[src/rtl/fifo2axis.sv]
// fifo2axis: collects words from a write-strobe source into a small burst
// buffer, then replays the burst as an AXI-Stream master with one tlast per
// burst.
//
// Ports:
//   clk, rst        - clock, asynchronous active-high reset
//   din, wr_en      - write port; din captured when wr_en=1 and full=0
//   flush           - close a partial burst and stream the words held so far
//   full            - buffer closed to writes (STREAM or DONE)
//   overflow        - one-cycle pulse after a write arrived while full
//   tdata, tvalid,
//   tlast, tready   - AXI-Stream master interface
//   done            - one-cycle pulse after the tlast handshake
module fifo2axis #(
  parameter int unsigned DATA_WIDTH = 32,
  parameter int unsigned BURST_LEN  = 4
) (
  input  logic                  clk,
  input  logic                  rst,
  input  logic [DATA_WIDTH-1:0] din,
  input  logic                  wr_en,
  input  logic                  flush,
  output logic                  full,
  output logic                  overflow,
  output logic [DATA_WIDTH-1:0] tdata,
  output logic                  tvalid,
  output logic                  tlast,
  input  logic                  tready,
  output logic                  done
);

  localparam int unsigned CNT_W = $clog2(BURST_LEN + 1);
  localparam int unsigned IDX_W = (BURST_LEN > 1) ? $clog2(BURST_LEN) : 1;
  localparam int unsigned DEPTH = 2 ** IDX_W;
  localparam logic [CNT_W-1:0] LEN_FULL = CNT_W'(BURST_LEN);
  localparam logic [CNT_W-1:0] ONE      = CNT_W'(1);

  typedef enum logic [1:0] {
    IDLE   = 2'd0,
    LOAD   = 2'd1,
    STREAM = 2'd2,
    DONE   = 2'd3
  } state_t;

  state_t                  state_q, state_d;
  logic [CNT_W-1:0]        cnt_q, cnt_d;
  logic [CNT_W-1:0]        len_q, len_d;
  logic [CNT_W-1:0]        rd_ptr_q, rd_ptr_d;
  logic [DATA_WIDTH-1:0]   tdata_q, tdata_d;
  logic                    tvalid_q, tvalid_d;
  logic                    tlast_q, tlast_d;
  logic                    done_q, done_d;
  logic                    ovf_q, ovf_d;
  logic [DATA_WIDTH-1:0]   mem_q [DEPTH];

  logic                    wr_fire_c;
  logic [IDX_W-1:0]        wr_idx_c;
  logic                    start_c;
  logic [CNT_W-1:0]        cnt_inc_c;

  // Writes are closed while a burst is streaming or retiring.
  assign full     = (state_q == STREAM) || (state_q == DONE);
  assign overflow = ovf_q;
  assign tdata    = tdata_q;
  assign tvalid   = tvalid_q;
  assign tlast    = tlast_q;
  assign done     = done_q;

  assign cnt_inc_c = cnt_q + ONE;

  // State register and registered outputs.
  always_ff @(posedge clk or posedge rst) begin
    if (rst) begin
      state_q  <= IDLE;
      cnt_q    <= '0;
      len_q    <= '0;
      rd_ptr_q <= '0;
      tdata_q  <= '0;
      tvalid_q <= 1'b0;
      tlast_q  <= 1'b0;
      done_q   <= 1'b0;
      ovf_q    <= 1'b0;
    end else begin
      state_q  <= state_d;
      cnt_q    <= cnt_d;
      len_q    <= len_d;
      rd_ptr_q <= rd_ptr_d;
      tdata_q  <= tdata_d;
      tvalid_q <= tvalid_d;
      tlast_q  <= tlast_d;
      done_q   <= done_d;
      ovf_q    <= ovf_d;
    end
  end

  // Burst buffer; contents are qualified by cnt/len so no reset is needed.
  always_ff @(posedge clk) begin
    if (wr_fire_c) begin
      mem_q[wr_idx_c] <= din;
    end
  end

  // Next-state and output logic.
  always_comb begin
    state_d   = state_q;
    cnt_d     = cnt_q;
    len_d     = len_q;
    rd_ptr_d  = rd_ptr_q;
    tdata_d   = tdata_q;
    tvalid_d  = tvalid_q;
    tlast_d   = tlast_q;
    done_d    = 1'b0;
    ovf_d     = 1'b0;
    wr_fire_c = 1'b0;
    wr_idx_c  = IDX_W'(cnt_q);
    start_c   = 1'b0;

    case (state_q)
      IDLE: begin
        // A lone flush here is ignored: there is nothing to stream.
        if (wr_en) begin
          wr_fire_c = 1'b1;
          wr_idx_c  = '0;
          cnt_d     = ONE;
          if ((BURST_LEN == 1) || flush) begin
            start_c = 1'b1;
            len_d   = ONE;
          end else begin
            state_d = LOAD;
          end
        end
      end

      LOAD: begin
        if (wr_en) begin
          wr_fire_c = 1'b1;
          cnt_d     = cnt_inc_c;
          if ((cnt_inc_c == LEN_FULL) || flush) begin
            start_c = 1'b1;
            len_d   = cnt_inc_c;
          end
        end else if (flush) begin
          start_c = 1'b1;
          len_d   = cnt_q;
        end
      end

      STREAM: begin
        if (tvalid_q && tready) begin
          if (tlast_q) begin
            tvalid_d = 1'b0;
            tlast_d  = 1'b0;
            done_d   = 1'b1;
            state_d  = DONE;
          end else begin
            rd_ptr_d = rd_ptr_q + ONE;
            tdata_d  = mem_q[IDX_W'(rd_ptr_q + ONE)];
            tlast_d  = (CNT_W'(rd_ptr_q + CNT_W'(2)) == len_q);
          end
        end
      end

      DONE: begin
        cnt_d    = '0;
        len_d    = '0;
        rd_ptr_d = '0;
        state_d  = IDLE;
      end

      default: state_d = IDLE;
    endcase

    // Stream entry: the first word may be the one being written this edge.
    if (start_c) begin
      state_d  = STREAM;
      tvalid_d = 1'b1;
      rd_ptr_d = '0;
      tlast_d  = (len_d == ONE);
      tdata_d  = (wr_fire_c && (wr_idx_c == '0)) ? din : mem_q[0];
    end

    if (wr_en && full) begin
      ovf_d = 1'b1;
    end
  end

endmodule

[config.mk]
export PLATFORM = sky130hd
export DESIGN_NAME = fifo2axis
export DESIGN_NICKNAME = d
export VERILOG_FILES = /design/src/rtl/fifo2axis.sv
export SDC_FILE = /design/constraint.sdc
export NUM_CORES = 1
export LEC_CHECK = 0
export ABC_AREA = 1
export CAP_MARGIN = 0
export CORE_MARGIN = 5
export CORE_UTILIZATION = 40
export DETAILED_ROUTE_END_ITERATION = 7
export GPL_TIMING_DRIVEN = 0
export PLACE_DENSITY = 0.72
export SYNTH_ARGS = -nofsm -noshare
export SYNTH_HDL_FRONTEND = slang
export SYNTH_SLANG_ARGS = --single-unit
[constraint.sdc]
create_clock -name clk -period 4.82 [get_ports clk]
set_input_delay 0.482 -clock clk [delete_from_list [all_inputs] [get_ports clk]]
set_output_delay 0.482 -clock clk [all_outputs]
set_load 0.01 [all_outputs]
==> key figures, run 1 <==
Detailed routing
  • Iter 0 DRT Violations: 497
  • Vias: 5983
  • Post-detailed-routing wire length: 19540 um
  • Routed length per instance: about 17 um
  • DRT Pass-1 Iters: 5
  • DR DRC count: 0
  • Antenna-violating nets left: 0
  • Vias per inst: 5.127

Timing
  • Final setup viols: 0
  • Fin worst setup slack: 2.083 ns
  • Setup tns final: 0 ns
  • Period utilisation layout: 0.5678
  • Hold Fails Final Rpt: 0
  • Slew @ Worst Pin: 0.9758 ns
  • Max Slew Vio Count: 0
  • Unrepaired setup endpoints after global routing: false
  • Fmax: around 370 MHz
  • Tmin final: 2.737 ns
  • Clk_skew: 0.009235 ns
  • Headroom to the max-slew limit: 0.3459

Worst setup path
  • FF-to-FF path depth: 9
  • FF-to-FF Start: state_q[1]$_DFFE_PP0P_
  • WP buf/inv: 5
  • Reg2Reg Setup Slack: 2.08 ns
  • Crit path cell chain: inv_1 > ha_1 > buf_2 > nand2_1 > nand2_1 > nand2_1 > buf_2 > buf_2 > inv_2
  • CP Data Required Time: 4.87 ns
  • Crit path DAT: 2.79 ns
  • Startpoint types: flop
  • Top Family by Delay on Critical Path: buffers and inverters
  • Crit path max fanout: 32
  • Max stage delay cell, worst path: inv_2
  • WS Path Type: reg -> reg
  • CP endpoint kind: flop
  • Worst R2R End: mem_q[0][22]$_DFFE_PP_
  • Slowest cell delay on critical path: 0.64 ns

Synth
  • Syn Inst Count: between 700 and 800
  • Syn nets: 831
  • Flops & latches, synth: 175
  • Synth warn: 0
  • Avg Inst Size Synth: between 10 and 15 sq um
  • Mapped cell area: about 8000 sq um
  • Yosys cell types: 30
  • Seq/Total Area, Yosys: 0.6363

Floorplanning
  • Die Y: 150.4 um
  • Core area: 19460 sq um
  • Ports: 74
  • Starting Density: 0.4053
  • Die area: 22630 sq um
  • # rows: 51
  • Die Wd: ~150 um

Power
  • Total power: 6.128 mW
  • Leak: 3.979 nW
  • PwrDens: around 640 nW/um^2
  • Peak supply drop: 252.3 uV

Final layout
  • Syn-to-layout area delta: 21.68%
  • Most frequent cells in the layout: nand2_1, edfxtp_1, o21ai_0, clkdlybuf4s50_1, inv_1
  • Share of layout cells above drive strength 1: 0.09091
  • Diode count: 0
  • Final #Nets: 934
  • Commonest non-fill, non-tap cell in the layout: nand2_1
  • Post-layout util: 0.4932
  • Storage cell area: between 5000 and 6000 sq um
  • Multi-input logic area: 2424 sq um
  • Layout fillers: 1743

CTS
  • CTS root buf: clkbuf_16
  • Bufs on Longest Clock Path: 2
  • Clk slew on worst S/H paths: 0.07 ns
  • Clk sinks: 175
  • Clk Latency, worst-skew pair: 0.43 ns
  • Total CTS buffers: 17
  • # resized after CTS: 0
  • TritonCTS clock tree: yes
  • H-tree lvl count: 4
  • Post CTS Setup Buffer Count: 0
  • CTS Hold Bufs: 0

Placed design
  • Hpwl dp: approximately 13000 um
  • Number of port buffers: 72
  • RD Place Congestion: 0.8461
  • Post-Place Worst Slack: between 2 and 2.5 ns

Min path
  • Hold Crit Class: in -> async

Global route
  • Total GRT Usage: 0.1785
  • Grt total ovfl: 0
  • Initial antenna violation count: 0
  • Vias in the first global route: 5990
  • Largest net degree at the start of global routing: 33
  • First-pass GRT wire length: 31160 um

Run status
  • Status: complete, no violations

Job
  • Max-Cap Viols: 0
-- stage by stage --
stage	std cells	instance area, sq um	hold slack (ns)
final	1167	9599	0.4101
after detailed placement	1135	9090	0.4651
after global placement	1123	8941	0.4633
after CTS	1167	9599	0.4039
after global routing	1167	9599	0.4343
after floorplan	786	7889	0.4813
-- worst max path at each step --
stage / startpoint / slack [ns] / cells past startpoint / to
finish: state_q[1]$_DFFE_PP0P_ / 2.08 / 9 / mem_q[0][22]$_DFFE_PP_
global route: state_q[1]$_DFFE_PP0P_ / 1.88 / 9 / mem_q[0][27]$_DFFE_PP_
CTS: state_q[1]$_DFFE_PP0P_ / 2.05 / 9 / mem_q[0][26]$_DFFE_PP_
detailed placement: state_q[1]$_DFFE_PP0P_ / 2.08 / 9 / mem_q[0][21]$_DFFE_PP_
global placement: state_q[1]$_DFFE_PP0P_ / -2.33 / 5 / mem_q[1][13]$_DFFE_PP_
floorplan: state_q[1]$_DFFE_PP0P_ / 0.25 / 5 / mem_q[1][0]$_DFFE_PP_
-- layout make-up --
type | instances | area share
clock inverter | 11 | 0.007169
multi-input combinational | 508 | 0.2525
buffer | 43 | 0.02411
clock buffer | 21 | 0.04588
inverter | 60 | 0.02398
sequential | 175 | 0.5229
timing repair buffer | 84 | 0.08889
tap | 265 | 0.03454
-- flip-flops by register name (all words and copies together) (netlist names) --
register,flops
mem_q,128
tdata,32
cnt_q,3
len_q,3
rd_ptr_q,3
state_q,2
done,1
overflow,1
tlast,1
tvalid,1
-- worst reg2reg max path: stages, from the launching register on --
cell and delay [ns]:
dfrtp_1 0.46, inv_1 0.15, ha_1 0.16, buf_2 0.19
nand2_1 0.16, nand2_1 0.10, nand2_1 0.07, buf_2 0.20
buf_2 0.24, inv_2 0.64
-- cells in the mapped netlist --
cell        n  area [sq um]
inv_6       1         8.760
inv_1      56         210.2
nor4_1      1         6.260
buf_6       5         56.30
nand2_2     3         18.77
o211ai_1   32         240.2
a21oi_1    35         175.2
a21oi_4     1         16.27
buf_4       3         22.52
o21a_4      1         15.01
a31oi_1     1         6.260
ha_1        8         100.1
xor2_1      2         17.52
o21ai_1    17         85.08
nand2_4     1         11.26
o21ai_0    91         455.4
nand2_1   241         904.6
xnor2_1     4         35.03
nand3_1    19         95.09
edfxtp_1  128          3844
inv_2       3         11.26
buf_1       3         11.26
nand3_2     1         10.01
nor2_1     43         161.4
nand4_4     1         21.27
buf_2      17         85.08
clkbuf_1   15         56.30
nor3_1      5         25.02
a21boi_0    1         7.510
dfrtp_1    47          1176
-- where the power goes --
part	leakage [nW]	switching (mW)	internal [mW]
registers	1.76	0.151	1.96
clock network	0.255	0.565	0.656
logic	1.96	1.78	1.02
-- cell families after synthesis --
kind of cell / share of synthesized area
buffers and inverters: 0.05852
flip-flops: 0.6363
adder cells (fa/ha/maj): 0.01269
XOR/XNOR: 0.006661
AO/OA/AOI/OAI: 0.1269
AND/OR/NAND/NOR: 0.1589
-- layer usage --
layer	GRT usage	vias up	routed length [um]
met2	0.2853	203	9495
met1	0.2392	2874	8543
met5	0	-	0
met3	0.03552	31	1085
li1	-	2875	-
met4	0.07365	0	413
No activity file was read; power rests on OpenSTA's default activity.
==> run 2, diff against run 1 <==
PLACE_DENSITY = 0.7   (was 0.72)
clock period = 2.6 ns   (was 4.82 ns; I/O delays follow)
==> key figures, run 2 (same netlist as run 1, synthesis figures left out) <==
Global route
  • Initial antenna violation count: 0
  • First-pass GRT wire length: 31400 um
  • Largest net degree at the start of global routing: 39
  • Vias in the first global route: 5985
  • Total GRT Usage: 0.1806
  • Grt total ovfl: 0

Run status
  • Status: complete, no violations

Power
  • Peak supply drop: 680.6 uV
  • Sequential Power Share: 0.333
  • PwrDens: 1204 nW/um^2
  • P_sw: about 4.7 mW
  • Leak: 4.034 nW
  • Sw Ratio: 0.3967
  • Clock group share of total power: 0.224
  • Comb pwr share: 0.443
  • Power Internal: just over 7 mW
  • Total power: 11.74 mW

Final layout
  • Layout fillers: 1710
  • Most frequent cells in the layout: nand2_1, edfxtp_1, o21ai_0, clkdlybuf4s50_1, inv_1
  • Diode count: 0
  • Largest Register: mem_q
  • Multi-input logic area: approximately 2400 sq um
  • Final instance area: 9757 sq um
  • Syn-to-layout area delta: 23.68%
  • Share of layout cells above drive strength 1: 0.09232
  • Max FFs per register: 128
  • Post-layout util: 0.5013
  • Final std cells w/o fill: 1164
  • Final #Nets: 931
  • Storage cell area: 5020 sq um
  • Commonest non-fill, non-tap cell in the layout: nand2_1

Detailed routing
  • DR DRC count: 0
  • Top sig layer: met4
  • Post-detailed-routing wire length: 19550 um
  • Antenna-violating nets left: 0
  • Metal2 WL: ~9200 um
  • DRT Pass-1 Iters: 5
  • Routed length per instance: 16.80 um
  • Vias: just under 6000
  • Iter 0 DRT Violations: 586
  • Wl on met1: ~8500 um
  • WL met3: 1469 um
  • Vias per inst: 5.113

CTS
  • Bufs on Longest Clock Path: 2
  • TritonCTS clock tree: yes
  • CTS root buf: clkbuf_16
  • Total CTS buffers: 17
  • Clk sinks: 175
  • Clk slew on worst S/H paths: 0.07 ns
  • H-tree lvl count: 4
  • Clk Latency, worst-skew pair: 0.43 ns

Placed design
  • Hpwl dp: between 10000 and 15000 um
  • Dpl cells: 1130
  • Number of port buffers: around 70
  • Placed cell area: 9123 sq um
  • RD Place Congestion: 0.8123

Timing
  • Max Slew Vio Count: 0
  • Period utilisation layout: 0.9348
  • Headroom to the max-slew limit: 0.5665
  • Final setup viols: 0
  • Hold Fails Final Rpt: 0
  • Tmin final: 2.430 ns
  • Setup tns final: 0 ns
  • Unrepaired setup endpoints after global routing: false
  • Fmax: 411.5 MHz
  • Clk_skew: 0.007688 ns
  • Slew @ Worst Pin: 0.6434 ns

Worst setup path
  • Top Family by Delay on Critical Path: buffers and inverters
  • CP Data Required Time: 2.69 ns
  • Slowest cell delay on critical path: 0.47 ns
  • Crit path DAT: approximately 2.5 ns
  • Reg2Reg Setup Slack: around 0.17 ns
  • CP endpoint kind: flop
  • Most used cell, CP: buf_2
  • Crit path cell chain: inv_1 > ha_1 > buf_2 > nand2_2 > nand2_1 > nand2_1 > buf_2 > buf_2 > inv_6
  • WS Path Type: reg -> reg
  • WP buf/inv: 5
  • Crit path max fanout: 32
  • Max stage delay cell, worst path: dfrtp_1
  • Startpoint types: flop

Floorplanning
  • Ports: 74
  • Die Y: roughly 150 um
  • Die area: 22630 sq um
  • Die Wd: 150.4 um
  • Core area: 19460 sq um
  • # rows: 51
  • Starting Density: 0.4053

Min path
  • Hold Crit Class: in -> async

Job
  • Max-Cap Viols: 0
-- run 2: worst paths after layout --
kind                                        start                endpoint  cells past startpoint
max                        state_q[1]$_DFFE_PP0P_  mem_q[0][17]$_DFFE_PP_                      9
min                                           rst   tdata[26]$_DFFE_PP0P_                      2
max reg2reg                state_q[1]$_DFFE_PP0P_  mem_q[0][17]$_DFFE_PP_                      9
min reg2reg                  tdata[8]$_DFFE_PP0P_    tdata[8]$_DFFE_PP0P_                      2
max in group asynchronous                     rst    tdata[8]$_DFFE_PP0P_                      3
min in group clk                            wr_en      overflow$_DFF_PP0_                      3
-- run 2: timing repair --
action | in CTS | in global routing
hold buffers | 0 | 0
gates resized for setup | 2 | 1
buffers inserted | 2 | 0
pin swaps | 2 | 0
setup endpoints to repair | 57 | 34
-- run 2: power by group through the flow --
stage               Sequential [mW]  Clock (mW)  Combinational, mW
floorplan                      4.03           0               3.25
global placement               3.97           0               4.99
detailed placement             3.97           0               5.13
CTS                            3.92        2.66               5.20
global route                   3.98        2.79               5.85
finish                         3.91        2.63               5.20
-- run 2: layout make-up --
cell class                 instances  share of cell area
inverter                          60             0.02411
clock buffer                      19             0.04642
sequential                       175              0.5145
multi-input combinational        508              0.2508
clock inverter                    13             0.01629
buffer                            43             0.02372
timing repair buffer              81             0.09015
tap                              265             0.03398
-- run 2: per-stage QoR --
stage / hold WS, ns / setup slack [ns]
floorplan: 0.3589 / -0.1435
global placement: 0.4662 / -1.350
detailed placement: 0.4650 / -0.2655
CTS: 0.08435 / 0.06999
global route: 0.1076 / 0.03379
finish: 0.08211 / 0.1696
-- run 2: routing by layer --
metal	GRT usage	vias up
met5	0	-
met4	0.06176	0
met3	0.03492	32
met2	0.2895	238
met1	0.2474	2817
li1	-	2864
